--- src/rtl/noc_pkg.sv ---
// Shared flit-ring definitions: flit field widths, field extraction and the
// destination validity rule used by every ring node.
package noc_pkg;

    localparam int FLIT_W    = 16;
    localparam int DEST_W    = 6;
    localparam int PAYLOAD_W = 10;

    function automatic logic [DEST_W-1:0] flit_dest(input logic [FLIT_W-1:0] flit);
        return flit[FLIT_W-1 -: DEST_W];
    endfunction

    function automatic logic [PAYLOAD_W-1:0] flit_payload(input logic [FLIT_W-1:0] flit);
        return flit[PAYLOAD_W-1:0];
    endfunction

    // Ring addresses run 1..num_nodes; zero is never a node.
    function automatic logic dest_is_valid(input logic [DEST_W-1:0] dest, input int num_nodes);
        return (dest != '0) && (int'(dest) <= num_nodes);
    endfunction

endpackage

--- src/rtl/flit_fifo.sv ---
// Synchronous show-ahead flit queue: head_data is the oldest entry whenever
// empty is low. Push is ignored when full, pop is ignored when empty.
module flit_fifo #(
    parameter int W     = 16,
    parameter int DEPTH = 4
) (
    input  logic         ACLK,
    input  logic         ARESETn,
    input  logic         push,
    input  logic [W-1:0] push_data,
    input  logic         pop,
    output logic [W-1:0] head_data,
    output logic         full,
    output logic         empty
);

    localparam int AW = (DEPTH > 1) ? $clog2(DEPTH) : 1;

    logic [W-1:0]  mem [DEPTH];
    logic [AW-1:0] wr_ptr;
    logic [AW-1:0] rd_ptr;
    logic [AW:0]   count;
    logic          do_push;
    logic          do_pop;

    assign full      = (count == (AW+1)'(DEPTH));
    assign empty     = (count == '0);
    assign do_push   = push && !full;
    assign do_pop    = pop && !empty;
    assign head_data = mem[rd_ptr];

    // Storage carries no reset; only the pointers define what is valid.
    always_ff @(posedge ACLK) begin
        if (do_push) begin
            mem[wr_ptr] <= push_data;
        end
    end

    // DEPTH is a power of two, so the pointers wrap naturally.
    always_ff @(posedge ACLK or negedge ARESETn) begin
        if (!ARESETn) begin
            wr_ptr <= '0;
            rd_ptr <= '0;
            count  <= '0;
        end else begin
            if (do_push) begin
                wr_ptr <= wr_ptr + 1'b1;
            end
            if (do_pop) begin
                rd_ptr <= rd_ptr + 1'b1;
            end
            if (do_push && !do_pop) begin
                count <= count + 1'b1;
            end else if (do_pop && !do_push) begin
                count <= count - 1'b1;
            end
        end
    end

endmodule

--- src/rtl/ring_router_node.sv ---
// One node of the unidirectional GPU flit ring: merges local injection into the
// ring, ejects flits addressed to this node, drops injected flits with bad dest.
module ring_router_node #(
    parameter int NODE_ID      = 16,
    parameter int NUM_NODES    = 32,
    parameter int FLIT_W       = 16,
    parameter int INJ_DEPTH    = 4,
    parameter int STARVE_LIMIT = 4
) (
    input  logic              ACLK,
    input  logic              ARESETn,
    input  logic [FLIT_W-1:0] inj_data,
    input  logic              inj_valid,
    output logic              inj_ready,
    output logic [FLIT_W-1:0] ej_data,
    output logic              ej_valid,
    input  logic              ej_ready,
    input  logic [FLIT_W-1:0] ring_in_data,
    input  logic              ring_in_valid,
    output logic              ring_in_ready,
    output logic [FLIT_W-1:0] ring_out_data,
    output logic              ring_out_valid,
    input  logic              ring_out_ready,
    output logic [7:0]        drop_cnt
);

    import noc_pkg::*;

    // Handshakes: a flit moves on a rising edge where valid && ready; a source
    // keeps data stable while valid is high and unaccepted, and the output
    // registers here obey the same rule toward downstream and the local GPU.

    localparam int SW = $clog2(STARVE_LIMIT + 1);
    localparam logic [DEST_W-1:0] MY_ID     = DEST_W'(NODE_ID);
    localparam logic [SW-1:0]     STARVE_MX = SW'(STARVE_LIMIT);

    logic [FLIT_W-1:0] head_data;
    logic              fifo_full;
    logic              fifo_empty;
    logic              fifo_pop;
    logic [SW-1:0]     starve_cnt;
    logic [DEST_W-1:0] ring_dest;
    logic [DEST_W-1:0] head_dest;

    logic out_free, ej_free;
    logic ring_ej, head_ej, head_ring, head_drop, forced_inject;
    logic ring_to_out, ring_to_ej, head_to_out, head_to_ej, head_lost;

    flit_fifo #(
        .W     (FLIT_W),
        .DEPTH (INJ_DEPTH)
    ) u_inj_fifo (
        .ACLK      (ACLK),
        .ARESETn   (ARESETn),
        .push      (inj_valid),
        .push_data (inj_data),
        .pop       (fifo_pop),
        .head_data (head_data),
        .full      (fifo_full),
        .empty     (fifo_empty)
    );

    assign inj_ready = !fifo_full;
    assign ring_dest = ring_in_data[FLIT_W-1 -: DEST_W];
    assign head_dest = head_data[FLIT_W-1 -: DEST_W];

    assign out_free = !ring_out_valid || ring_out_ready;
    assign ej_free  = !ej_valid || ej_ready;

    assign ring_ej   = (ring_dest == MY_ID);
    assign head_drop = !fifo_empty && !dest_is_valid(head_dest, NUM_NODES);
    assign head_ej   = !fifo_empty && !head_drop && (head_dest == MY_ID);
    assign head_ring = !fifo_empty && !head_drop && (head_dest != MY_ID);

    // A starved head takes ring_out this cycle and ring-bound ring_in is held off.
    assign forced_inject = head_ring && out_free && (starve_cnt == STARVE_MX);
    assign ring_in_ready = ring_ej ? ej_free : (out_free && !forced_inject);

    assign ring_to_out = ring_in_valid && !ring_ej && ring_in_ready;
    assign ring_to_ej  = ring_in_valid && ring_ej && ring_in_ready;
    assign head_to_out = head_ring && out_free && !ring_to_out;
    assign head_lost   = head_ring && out_free && ring_to_out;
    assign head_to_ej  = head_ej && ej_free && !(ring_in_valid && ring_ej);
    assign fifo_pop    = head_to_out || head_to_ej || head_drop;

    always_ff @(posedge ACLK or negedge ARESETn) begin
        if (!ARESETn) begin
            ring_out_valid <= 1'b0;
            ring_out_data  <= '0;
        end else if (ring_to_out) begin
            ring_out_valid <= 1'b1;
            ring_out_data  <= ring_in_data;
        end else if (head_to_out) begin
            ring_out_valid <= 1'b1;
            ring_out_data  <= head_data;
        end else if (ring_out_ready) begin
            ring_out_valid <= 1'b0;
        end
    end

    always_ff @(posedge ACLK or negedge ARESETn) begin
        if (!ARESETn) begin
            ej_valid <= 1'b0;
            ej_data  <= '0;
        end else if (ring_to_ej) begin
            ej_valid <= 1'b1;
            ej_data  <= ring_in_data;
        end else if (head_to_ej) begin
            ej_valid <= 1'b1;
            ej_data  <= head_data;
        end else if (ej_ready) begin
            ej_valid <= 1'b0;
        end
    end

    // Starvation counts only real losses of a ring-bound head to ring_in.
    always_ff @(posedge ACLK or negedge ARESETn) begin
        if (!ARESETn) begin
            starve_cnt <= '0;
        end else if (head_to_out) begin
            starve_cnt <= '0;
        end else if (head_lost && (starve_cnt != STARVE_MX)) begin
            starve_cnt <= starve_cnt + 1'b1;
        end
    end

    always_ff @(posedge ACLK or negedge ARESETn) begin
        if (!ARESETn) begin
            drop_cnt <= '0;
        end else if (head_drop && (drop_cnt != 8'hFF)) begin
            drop_cnt <= drop_cnt + 8'd1;
        end
    end

endmodule
--- config.mk ---
export PLATFORM = sky130hd
export DESIGN_NAME = ring_router_node
export DESIGN_NICKNAME = d
export VERILOG_FILES = /design/src/rtl/noc_pkg.sv /design/src/rtl/flit_fifo.sv /design/src/rtl/ring_router_node.sv
export SDC_FILE = /design/constraint.sdc
export NUM_CORES = 1
export LEC_CHECK = 0
export CORE_UTILIZATION = 30
export DETAILED_ROUTE_END_ITERATION = 6
export PLACE_DENSITY = 0.53
export RECOVER_POWER = 50
export SYNTH_ARGS = -nofsm -noshare
export SYNTH_HDL_FRONTEND = slang
export SYNTH_SLANG_ARGS = --single-unit
--- constraint.sdc ---
create_clock -name ACLK -period 4.1 [get_ports ACLK]
set_clock_uncertainty 0.15 [all_clocks]
set_input_delay 0.82 -clock ACLK [delete_from_list [all_inputs] [get_ports ACLK]]
set_output_delay 0.82 -clock ACLK [all_outputs]
set_load 0.01 [all_outputs]
==> results of run 1 <==
what timing repair did:
action / in CTS / in global routing
resized for setup: 0 / 3
setup endpoints to repair: 0 / 1
setup buffers: 0 / 3
worst max-delay path by stage:
stage,from,endpoint,slack [ns]
finish,u_inj_fifo.rd_ptr[0],ring_in_ready,0.44
global route,u_inj_fifo.rd_ptr[0],ring_in_ready,0.19
CTS,u_inj_fifo.rd_ptr[0],ring_in_ready,0.04
detailed placement,ring_in_data[11],u_inj_fifo.count[2],0.48
global placement,ring_in_data[11],ring_in_ready,0.47
floorplan,u_inj_fifo.rd_ptr[0],u_inj_fifo.count[1],0.73
layout make-up:
type	count	area, µm²
fillers	1459	9200
flip-flops and latches	116	3220
multi-input cells	210	1540
repair buffers	94	913
clock buffers	18	439
well taps	216	270
clock inverters	14	200
inverters	10	37.5
diodes	1	2.50
metrics by stage:
step / cell area, µm² / hold slack [ns] / setup slack (ns)
final: 6620 / 0.309 / 0.443
after global routing: 6620 / 0.345 / 0.189
after CTS: 6600 / 0.317 / 0.0394
after detailed placement: 5960 / 0.303 / 0.476
after global placement: 5960 / 0.298 / 0.472
after floorplan: 4860 / 0.328 / 0.733
cell usage after synthesis (all sizes together), types with 2 or more instances:
| cell | count |
|---|---|
| edfxtp | 64 |
| nor2 | 19 |
| mux2i | 2 |
| nor4 | 2 |
| xnor2 | 10 |
| ha | 8 |
| nand4 | 5 |
| and3 | 7 |
| mux4 | 16 |
| and2 | 9 |
| a31oi | 15 |
| clkbuf | 6 |
| nand2 | 60 |
| mux2 | 3 |
| dfrtp | 52 |
| nor3 | 2 |
| buf | 7 |
| nand2b | 4 |
| a22oi | 11 |
| inv | 10 |
| xor2 | 3 |
| a21o | 3 |
| a21oi | 5 |
| o21ai | 7 |
| or3 | 2 |
| nand3 | 8 |
power groups by stage:
stage | Clock, mW | Sequential, mW | Combinational (mW)
finish | 1.60 | 1.78 | 1.78
global route | 1.69 | 1.83 | 1.98
CTS | 1.63 | 1.79 | 1.79
detailed placement | 0 | 1.81 | 1.79
global placement | 0 | 1.80 | 1.76
floorplan | 0 | 1.82 | 1.05
per-layer routing:
layer | GRT usage, % | vias up | part of all wire [%]
li1 | - | 1487 | -
met1 | 18.7 | 1574 | 45
met2 | 23.8 | 99 | 48
met3 | 5.53 | 11 | 6.2
met4 | 5.40 | 0 | 1.1
met5 | 0 | - | 0
cells by family (layout without fill, tap and decap cells):
| group | after synthesis | count (layout) |
|---|---|---|
| simple gates | 122 | 122 |
| mux | 21 | 21 |
| buf+inv | 23 | 136 |
| compound gates | 45 | 45 |
| fa+ha+maj | 9 | 9 |
| other cells | 0 | 1 |
| flops | 116 | 116 |
| xor+xnor | 13 | 13 |
sequential cells by signal, indices dropped and copies added (netlist names):
name               count
drop_cnt               8
ej_data               16
ej_valid               1
ring_out_data         16
ring_out_valid         1
starve_cnt             3
u_inj_fifo.count       3
u_inj_fifo.mem        64
u_inj_fifo.rd_ptr      2
u_inj_fifo.wr_ptr      2
worst max-delay path, delay by kind of cell (launching register included):
family	cells	cell delay [ns]
mux	2	0.86
compound gates	1	0.07
simple gates	3	0.54
buf+inv	2	0.36
flops	1	0.45
==> results.md, run 1 <==
- Nets: 496
- GRT overflow: 0
- Fmax: approximately 0.27 GHz
- Slew @ Worst Pin: ~2.1 ns
- EDFF count, synth: 64
- Clock slew at reported path FFs: ~0.06 ns
- Largest family of logic cells by synthesized area: simple AND/OR/NAND/NOR gates
- Hold endpoint: ej_data[4]
- Max IR drop VDD: 0.329 mV
- End of the worst register-to-register path: u_inj_fifo.count[2]
- Int Power: roughly 3.5 mW
- Synthesized area: approximately 4900 µm²
- Switching Fraction: roughly 32%
- Combinational share of power: 34.5%
- P_leak: 2.61 nW
- Worst setup path class: reg2out
- Fraction of the mapped netlist area in compound gates: under 10%
- Commonest cells after routing, fill and taps aside: edfxtp_1 (64), nand2_1 (60), dfrtp_1 (51)
- Sequential group share of total power: around 35%
- Area share of xor/xnor cells in the synthesized design: 2.34%
- Pin count of the biggest net entering global routing: 39
- Leading cell type in the layout, fill and taps excluded: edfxtp_1
- Fin crit share: between 80% and 90%
- Clk sinks: roughly 120
- RSZ-0062 raised after global routing: no
- Setup_tns: 0 ns
- Critical path startpoint category: flop
- Synth warn: 0
- Origin of the critical flop-to-flop path: u_inj_fifo.rd_ptr[0]
- Worst-Skew Late Latency: roughly 0.42 ns
- Layout area overhead: 36.2%
- Synth area leader: edfxtp_1
- Routed wire length per instance: around 17 µm
- Routed Antenna Nets: 0
- Die width: around 130 µm
- Drt drc: 0
- Critical path data arrival time: between 2 and 3 ns
- Syn Area/Cell: between 10 and 15 µm²
- Flop2flop setup slack: 0.52 ns
- Hpwl dp: 7550 µm
- Worst path slowest cell: mux4_2
- Post-Syn Instances: between 300 and 400
- Status: complete, but fails checks
- FFs w/ async S/R, synth: 44.8%
- Cts hold-fix bufs: 0
- Synth Area in Simple Gates: 11.9%
- Vias in the first global route: about 3300
- Wirelength, routed: about 11000 µm
- Clock Power Share: 31.0%
- Final cell count without fillers: between 600 and 700
- Slew Viols, Final: 39
- Failing checks: capacitance limit, slew limit
- Hold Path Cell Cnt: 2
- Dominant synthesized flop cell: edfxtp_1
- H-tree depth: 4
- Max-cap violations: 1
- Overall power: between 5 and 6 mW
- Syn nets: approximately 400
- Critical Path Fanout Max: 7
- I/O pin count: 82
- Number of DRC markers in iteration 0: 156
- Sequential area share after synthesis: between 60% and 70%
- Final core occ: 41.8%
- CORE AREA: about 16000 µm²
- Crit-path cells: buf_4, mux4_2, nor4_4, mux2i_2, nand2_1, nand3_1, o21ai_0, dlymetal6s2s_1
- Vias per inst: ~4.7
- Flops & latches, synth: roughly 120
- Num rows: 46
- Distinct cells, synth: 42
- Post-Synth Adder-Cell Area: around 2.5%
- CP Data Required Time: around 3.1 ns
- Sw power: between 1.5 and 2 mW
- Placer Congestion: around 0.76
- Total track usage: between 10 and 15%
- Count of final setup violators: 0
- PortBufs: slightly above 80
- Power per Cell Area: 779 nW/µm²
- Hold Violations, Final: 0
- Initial antenna violation count: 1
- Die ar.: approximately 17000 µm²
- Longest Clk Path Bufs: 2
- HP Start: ej_data[4]
- Fin crit period: around 3.7 ns
- Crit-path max cell delay: 0.54 ns
- Worst slew margin: -42.6%
- Root Buffer: clkbuf_16
- Most area-consuming cells after synthesis: edfxtp_1 (40%), dfrtp_1 (27%), mux4_2 (7.4%), nand2_1 (4.6%), ha_1 (2.1%)
- Dpl cells: between 600 and 700
- Initial Util: a little under a third
- Worst Hold Class: reg2reg
- CTS tree: done
- Worst setup EP type: output port
- Via count: roughly 3200
- Die height: 129 µm
- First-pass GRT wire length: 18000 µm
- Multiplexer area fraction after synthesis: roughly 8.5%
- Post-synth top area share: a little under 40%
- CTS Buf Count: 17
- R2R depth: 14
- Drt first pass iters: 6
- Share of cells above drive strength 1: 14.9%
Note: power is estimated with default switching activity, not from simulation.
==> run 2: changes to the inputs <==
- DONT_BUFFER_PORTS: not set -> 1
- PLACE_DENSITY: 0.53 -> 0.43
==> run 2 against run 1 <==
Against the previous run: sequential power up 6%; core utilization down 5.7 points; fmax down 1.7%; largest cell class unchanged; the run still ends with capacitance limit, slew limit left; cell count down 13%; combinational power down 26%; worst setup slack worse by 0.065 ns; critical endpoint unchanged; clock power down 5%; via count down 12%; design area down 14%.
==> results.md, run 2 (synthesis results as in run 1) <==
- Status: complete, but fails checks
- Failing checks: capacitance limit, slew limit
- Share of cells above drive strength 1: between 15 and 20%
- Setup_tns: 0 ns
- Routed Antenna Nets: 0
- Met3 usage: 7.51%
- GRT met1 Usage: 17.0%
- RSZ-0062 raised after global routing: no
- Setup bufs post-CTS: 0
- Slew Viols, Final: 53
- Worst slew margin: -91.8%
- PortBufs: 0
- Critical Path Fanout Max: 7
- Nets: around 410
- Die width: 129 µm
- Total track usage: 14.0%
- Gr busiest metal: met2
- Largest reg by FF count: u_inj_fifo.mem
- Final core occ: 36.1%
- Fin crit period: around 3.7 ns
- I/O pin count: 82
- Fin crit share: between 90% and 100%
- Drt first pass iters: 6
- PostCTS Resize Cnt: 0
- Largest register FFs: 64
- Count of final setup violators: 0
- GRT overflow: 0
- Commonest cells after routing, fill and taps aside: edfxtp_1 (64), nand2_1 (60), dfrtp_1 (52)
- Drt drc: 0
- Flop2flop setup slack: 0.54 ns
- Clock slew at reported path FFs: 0.06 ns
- Longest Clk Path Bufs: 2
- Vias in the first global route: about 2900
- Num rows: 46
- Largest regs: u_inj_fifo.mem x64, ej_data x16, ring_out_data x16
- First-pass GRT wire length: between 15000 and 20000 µm
- Worst slack, placed: just over 0.5 ns
- CTS Buf Count: 17
- Slew @ Worst Pin: approximately 2.9 ns
- Hpwl dp: 7410 µm
- Max-cap violations: 1
- H-tree depth: 4
- CP Data Required Time: between 3 and 4 ns
- Leading cell type in the layout, fill and taps excluded: edfxtp_1
- Routed wire length per instance: 18.2 µm
- Critical path startpoint category: flop
- P_leak: about 2.2 nW
- Worst setup path class: reg2out
- Fmax: 0.269 GHz
- Cts hold-fix bufs: 1
- Post-route worst setup slack: approximately 0.38 ns
- Layout area overhead: 17.7%
- Worst-Skew Late Latency: between 0.4 and 0.5 ns
- Worst Hold Class: in2reg
- Wirelength, routed: around 11000 µm
- Pin count of the biggest net entering global routing: 53
- Clk sinks: between 100 and 150
- Initial Util: a little under a third
- Critical path data arrival time: ~2.8 ns
- Placer Congestion: approximately 0.75
- Max IR drop VDD: 0.351 mV
- CORE AREA: 15800 µm²
- Via count: 2783
- Power per Cell Area: approximately 830 nW/µm²
- Initial antenna violation count: 0
- Number of DRC markers in iteration 0: around 170
- Root Buffer: clkbuf_16
- Die height: 129 µm
- Diodes inserted: 0
- GR Layer Usage met2: roughly a fifth
- CTS tree: done
- Die ar.: 16700 µm²
- Worst setup EP type: output port
- Vias per inst: 4.72
- Hold Violations, Final: 0
-- run 2: cell types whose count changed in the layout (fill, tap and decap cells not counted), moves of 2 or more --
cell	change
clkinv_4	+2
buf_4	-6
clkdlybuf4s50_1	-48
dlygate4sd3_1	-31
-- run 2: final timing paths --
path                                           start                   end  depth (start not counted)
worst max register to register  u_inj_fifo.rd_ptr[0]   u_inj_fifo.count[1]                         10
worst min register to register   u_inj_fifo.count[2]   u_inj_fifo.count[2]                          1
min in group asynchronous                    ARESETn      ring_out_data[1]                          1
max in group asynchronous                    ARESETn     ring_out_data[14]                          1
worst min-delay path                     inj_data[0]  u_inj_fifo.mem[0][0]                          0
worst max-delay path            u_inj_fifo.rd_ptr[0]         ring_in_ready                          7
-- run 2: per-layer routing --
metal | share of wire (%) | routed length (µm)
met1 | 44 | 4670
met2 | 45 | 4820
met3 | 10 | 1110
met4 | 1.3 | 139
met5 | 0 | 0
-- run 2: through the flow --
step                area [µm²]  hold slack, ns  total power [mW]  instances
floorplan                 4860           0.328              2.87        349
global placement          5100           0.352              3.22        557
detailed placement        5100           0.353              3.24        557
CTS                       5740           0.105              4.80        590
global route              5720           0.321              5.03        590
finish                    5720           0.345              4.73        590
-- run 2: final cells by class --
| cell class | instances | area [µm²] |
|---|---|---|
| well taps | 216 | 270 |
| flip-flops and latches | 116 | 3220 |
| inverters | 10 | 37.5 |
| multi-input cells | 210 | 1530 |
| clock inverters | 13 | 173 |
| fillers | 1511 | 10100 |
| clock buffers | 19 | 443 |
| repair buffers | 6 | 41.3 |
-- run 2: critical path: stages (launching register included) --
cell and delay [ns]:
dfrtp_1 0.46, buf_4 0.24, mux4_2 0.57, nor4_4 0.32
mux2i_1 0.37, nand2_1 0.10, nand3_1 0.07, o21ai_0 0.22
-- run 2: power by group --
group          leakage [nW]  switching (mW)  internal [mW]
clock network         0.299           0.541          0.981
registers              1.23           0.304           1.59
logic                 0.690           0.765          0.546
total                  2.22            1.61           3.12
==> run 3: changes to the inputs <==
- CAP_MARGIN: not set -> 5
- PLACE_DENSITY: 0.43 -> not set
- PLACE_DENSITY_LB_ADDON: not set -> 0.1
==> run 3 against run 2 <==
Against the previous run: the run still ends with capacitance limit, slew limit left; via count grew 1.8%; clock-buffer cell count is the same; fmax up 1.6%; non-clock buffer count grew 5; first-iteration DRC count is 6.5% higher; global-route usage increased by 1.3 points.
==> results.md, run 3 (synthesis results as in run 1) <==
- Design Area, Final: 5710 µm²
- Worst setup EP type: output port
- Setup bufs post-CTS: 0
- Worst path slowest cell: mux4_2
- PostCTS Resize Cnt: 0
- Status: complete, but fails checks
- CTS tree: done
- RSZ-0062 raised after global routing: no
- End of the worst register-to-register path: u_inj_fifo.count[1]
- Fin crit period: roughly 3.7 ns
- CP startpoint: u_inj_fifo.rd_ptr[0]
- Critical path's top delay family: multiplexers
- Top sig layer: met4
- Die ar.: between 15000 and 20000 µm²
- I/O pin count: between 80 and 90
- Critical path data arrival time: between 2 and 3 ns
- Worst-Skew Late Latency: around 0.41 ns
- Crit-path cells: mux4_2, nor4_4, mux2i_1, nand2_1, nand3_1, o21ai_0
- Die height: between 100 and 150 µm
- Power per Cell Area: between 800 and 900 nW/µm²
- Nets: between 400 and 500
- Fin crit share: 89.3%
- Worst path buffer plus inverter count: 0
- Critical path startpoint category: flop
- Initial Util: between 30% and 40%
- Largest register FFs: 64
- Placer Congestion: 0.737
- Number of DRC markers in iteration 0: between 150 and 200
- Fmax: 0.273 GHz
- Cts hold-fix bufs: 1
- Clock slew at reported path FFs: about 0.060 ns
- Root Buffer: clkbuf_16
- Longest Clk Path Bufs: 2
- Wirelength, routed: 11500 µm
- Max-cap violations: 1
- Flop2flop setup slack: 0.59 ns
- Drt drc: 0
- Commonest cells after routing, fill and taps aside: edfxtp_1 (64), nand2_1 (60), dfrtp_1 (52)
- GRT overflow: 0
- Max IR drop VDD: between 0.3 and 0.4 mV
- CORE AREA: about 16000 µm²
- Die width: 129 µm
- Share of cells above drive strength 1: 16.4%
- H-tree depth: 4
- Diodes inserted: 0
- Clk sinks: approximately 120
- Via count: ~2800
- Wire length on met1: between 5000 and 6000 µm
- Overall power: about 4.6 mW
- CTS Buf Count: 17
- Routed Antenna Nets: 0
- P_leak: around 2.2 nW
- Num rows: 46
- Pin count of the biggest net entering global routing: 53
- Failing checks: capacitance limit, slew limit
- Origin of the critical flop-to-flop path: u_inj_fifo.rd_ptr[0]
- Multi-input logic area: between 1500 and 2000 µm²
- Slew Viols, Final: 53
- Register area: between 3000 and 4000 µm²
- Crit-path max cell delay: a little under 0.6 ns
- Setup crit end: ring_in_ready
- Met3 wire len: between 700 and 800 µm
- Final cell count without fillers: about 600
- PortBufs: 0
- Total track usage: between 10% and 20%
- Drt first pass iters: 4
- Setup_tns: 0 ns
- Critical Path Fanout Max: 7
- Vias in the first global route: about 3100
- First-pass GRT wire length: 18300 µm
- Hpwl dp: 7730 µm
- Levels on crit path: 6
- Worst Hold Class: in2reg
- Slew @ Worst Pin: roughly 3.0 ns
- Leading cell type in the layout, fill and taps excluded: edfxtp_1
- Met2 WL: between 5000 and 6000 µm
- Initial antenna violation count: 0
- Dpl cells: roughly 560
- Largest reg by FF count: u_inj_fifo.mem
- Hold_ws: roughly 0.35 ns
- Count of final setup violators: 0
- Vias per inst: between 4 and 5
- Placed cell area: 5140 µm²
- Hold Violations, Final: 0
- Layout area overhead: 17.5%
- Largest regs: u_inj_fifo.mem x64, ej_data x16, ring_out_data x16
- R2R depth: 9
- Worst setup path class: reg2out
- Routed wire length per instance: approximately 19 µm
- CP Data Required Time: ~3.1 ns
- Worst slew margin: -103%
- Fillers: between 1500 and 2000
-- run 3: worst min path at each step --
stage | slack [ns] | from | cells past startpoint | end
5_1_grt | 0.33 | inj_data[6] | 0 | u_inj_fifo.mem[3][6]
3_5_place_dp | 0.36 | u_inj_fifo.count[2] | 1 | u_inj_fifo.count[2]
4_1_cts | 0.11 | ARESETn | 1 | drop_cnt[4]
6_report | 0.35 | inj_data[1] | 0 | u_inj_fifo.mem[0][1]
3_3_place_gp | 0.36 | u_inj_fifo.count[2] | 1 | u_inj_fifo.count[2]
2_1_floorplan | 0.33 | u_inj_fifo.count[2] | 1 | u_inj_fifo.count[2]
-- run 3: power by group --
part	leakage (nW)	internal (mW)	total, mW	switching (mW)
clock	0.259	0.889	1.43	0.538
sequential	1.23	1.59	1.89	0.303
combinational	0.716	0.555	1.32	0.767
-- run 3: stage by stage --
stage	utilization (%)	worst slack (ns)
after floorplan	-	0.733
after global routing	36.1	0.140
after CTS	36.2	0.401
after detailed placement	32.5	0.567
after global placement	32.5	0.661
final	36.1	0.437
-- run 3: cell type report --
| class | instances | share of cell area [%] |
|---|---|---|
| flip-flops and latches | 116 | 56.4 |
| inverters | 10 | 0.657 |
| well taps | 216 | 4.73 |
| clock buffers | 19 | 7.58 |
| clock inverters | 13 | 2.39 |
| multi-input cells | 210 | 26.8 |
| repair buffers | 11 | 1.38 |
-- run 3: per-layer routing --
metal  vias to the layer above  track usage, %
met5                         -               0
met4                         0            6.44
met3                        15            5.57
met2                        66            24.8
met1                      1436            18.5
li1                       1316               -
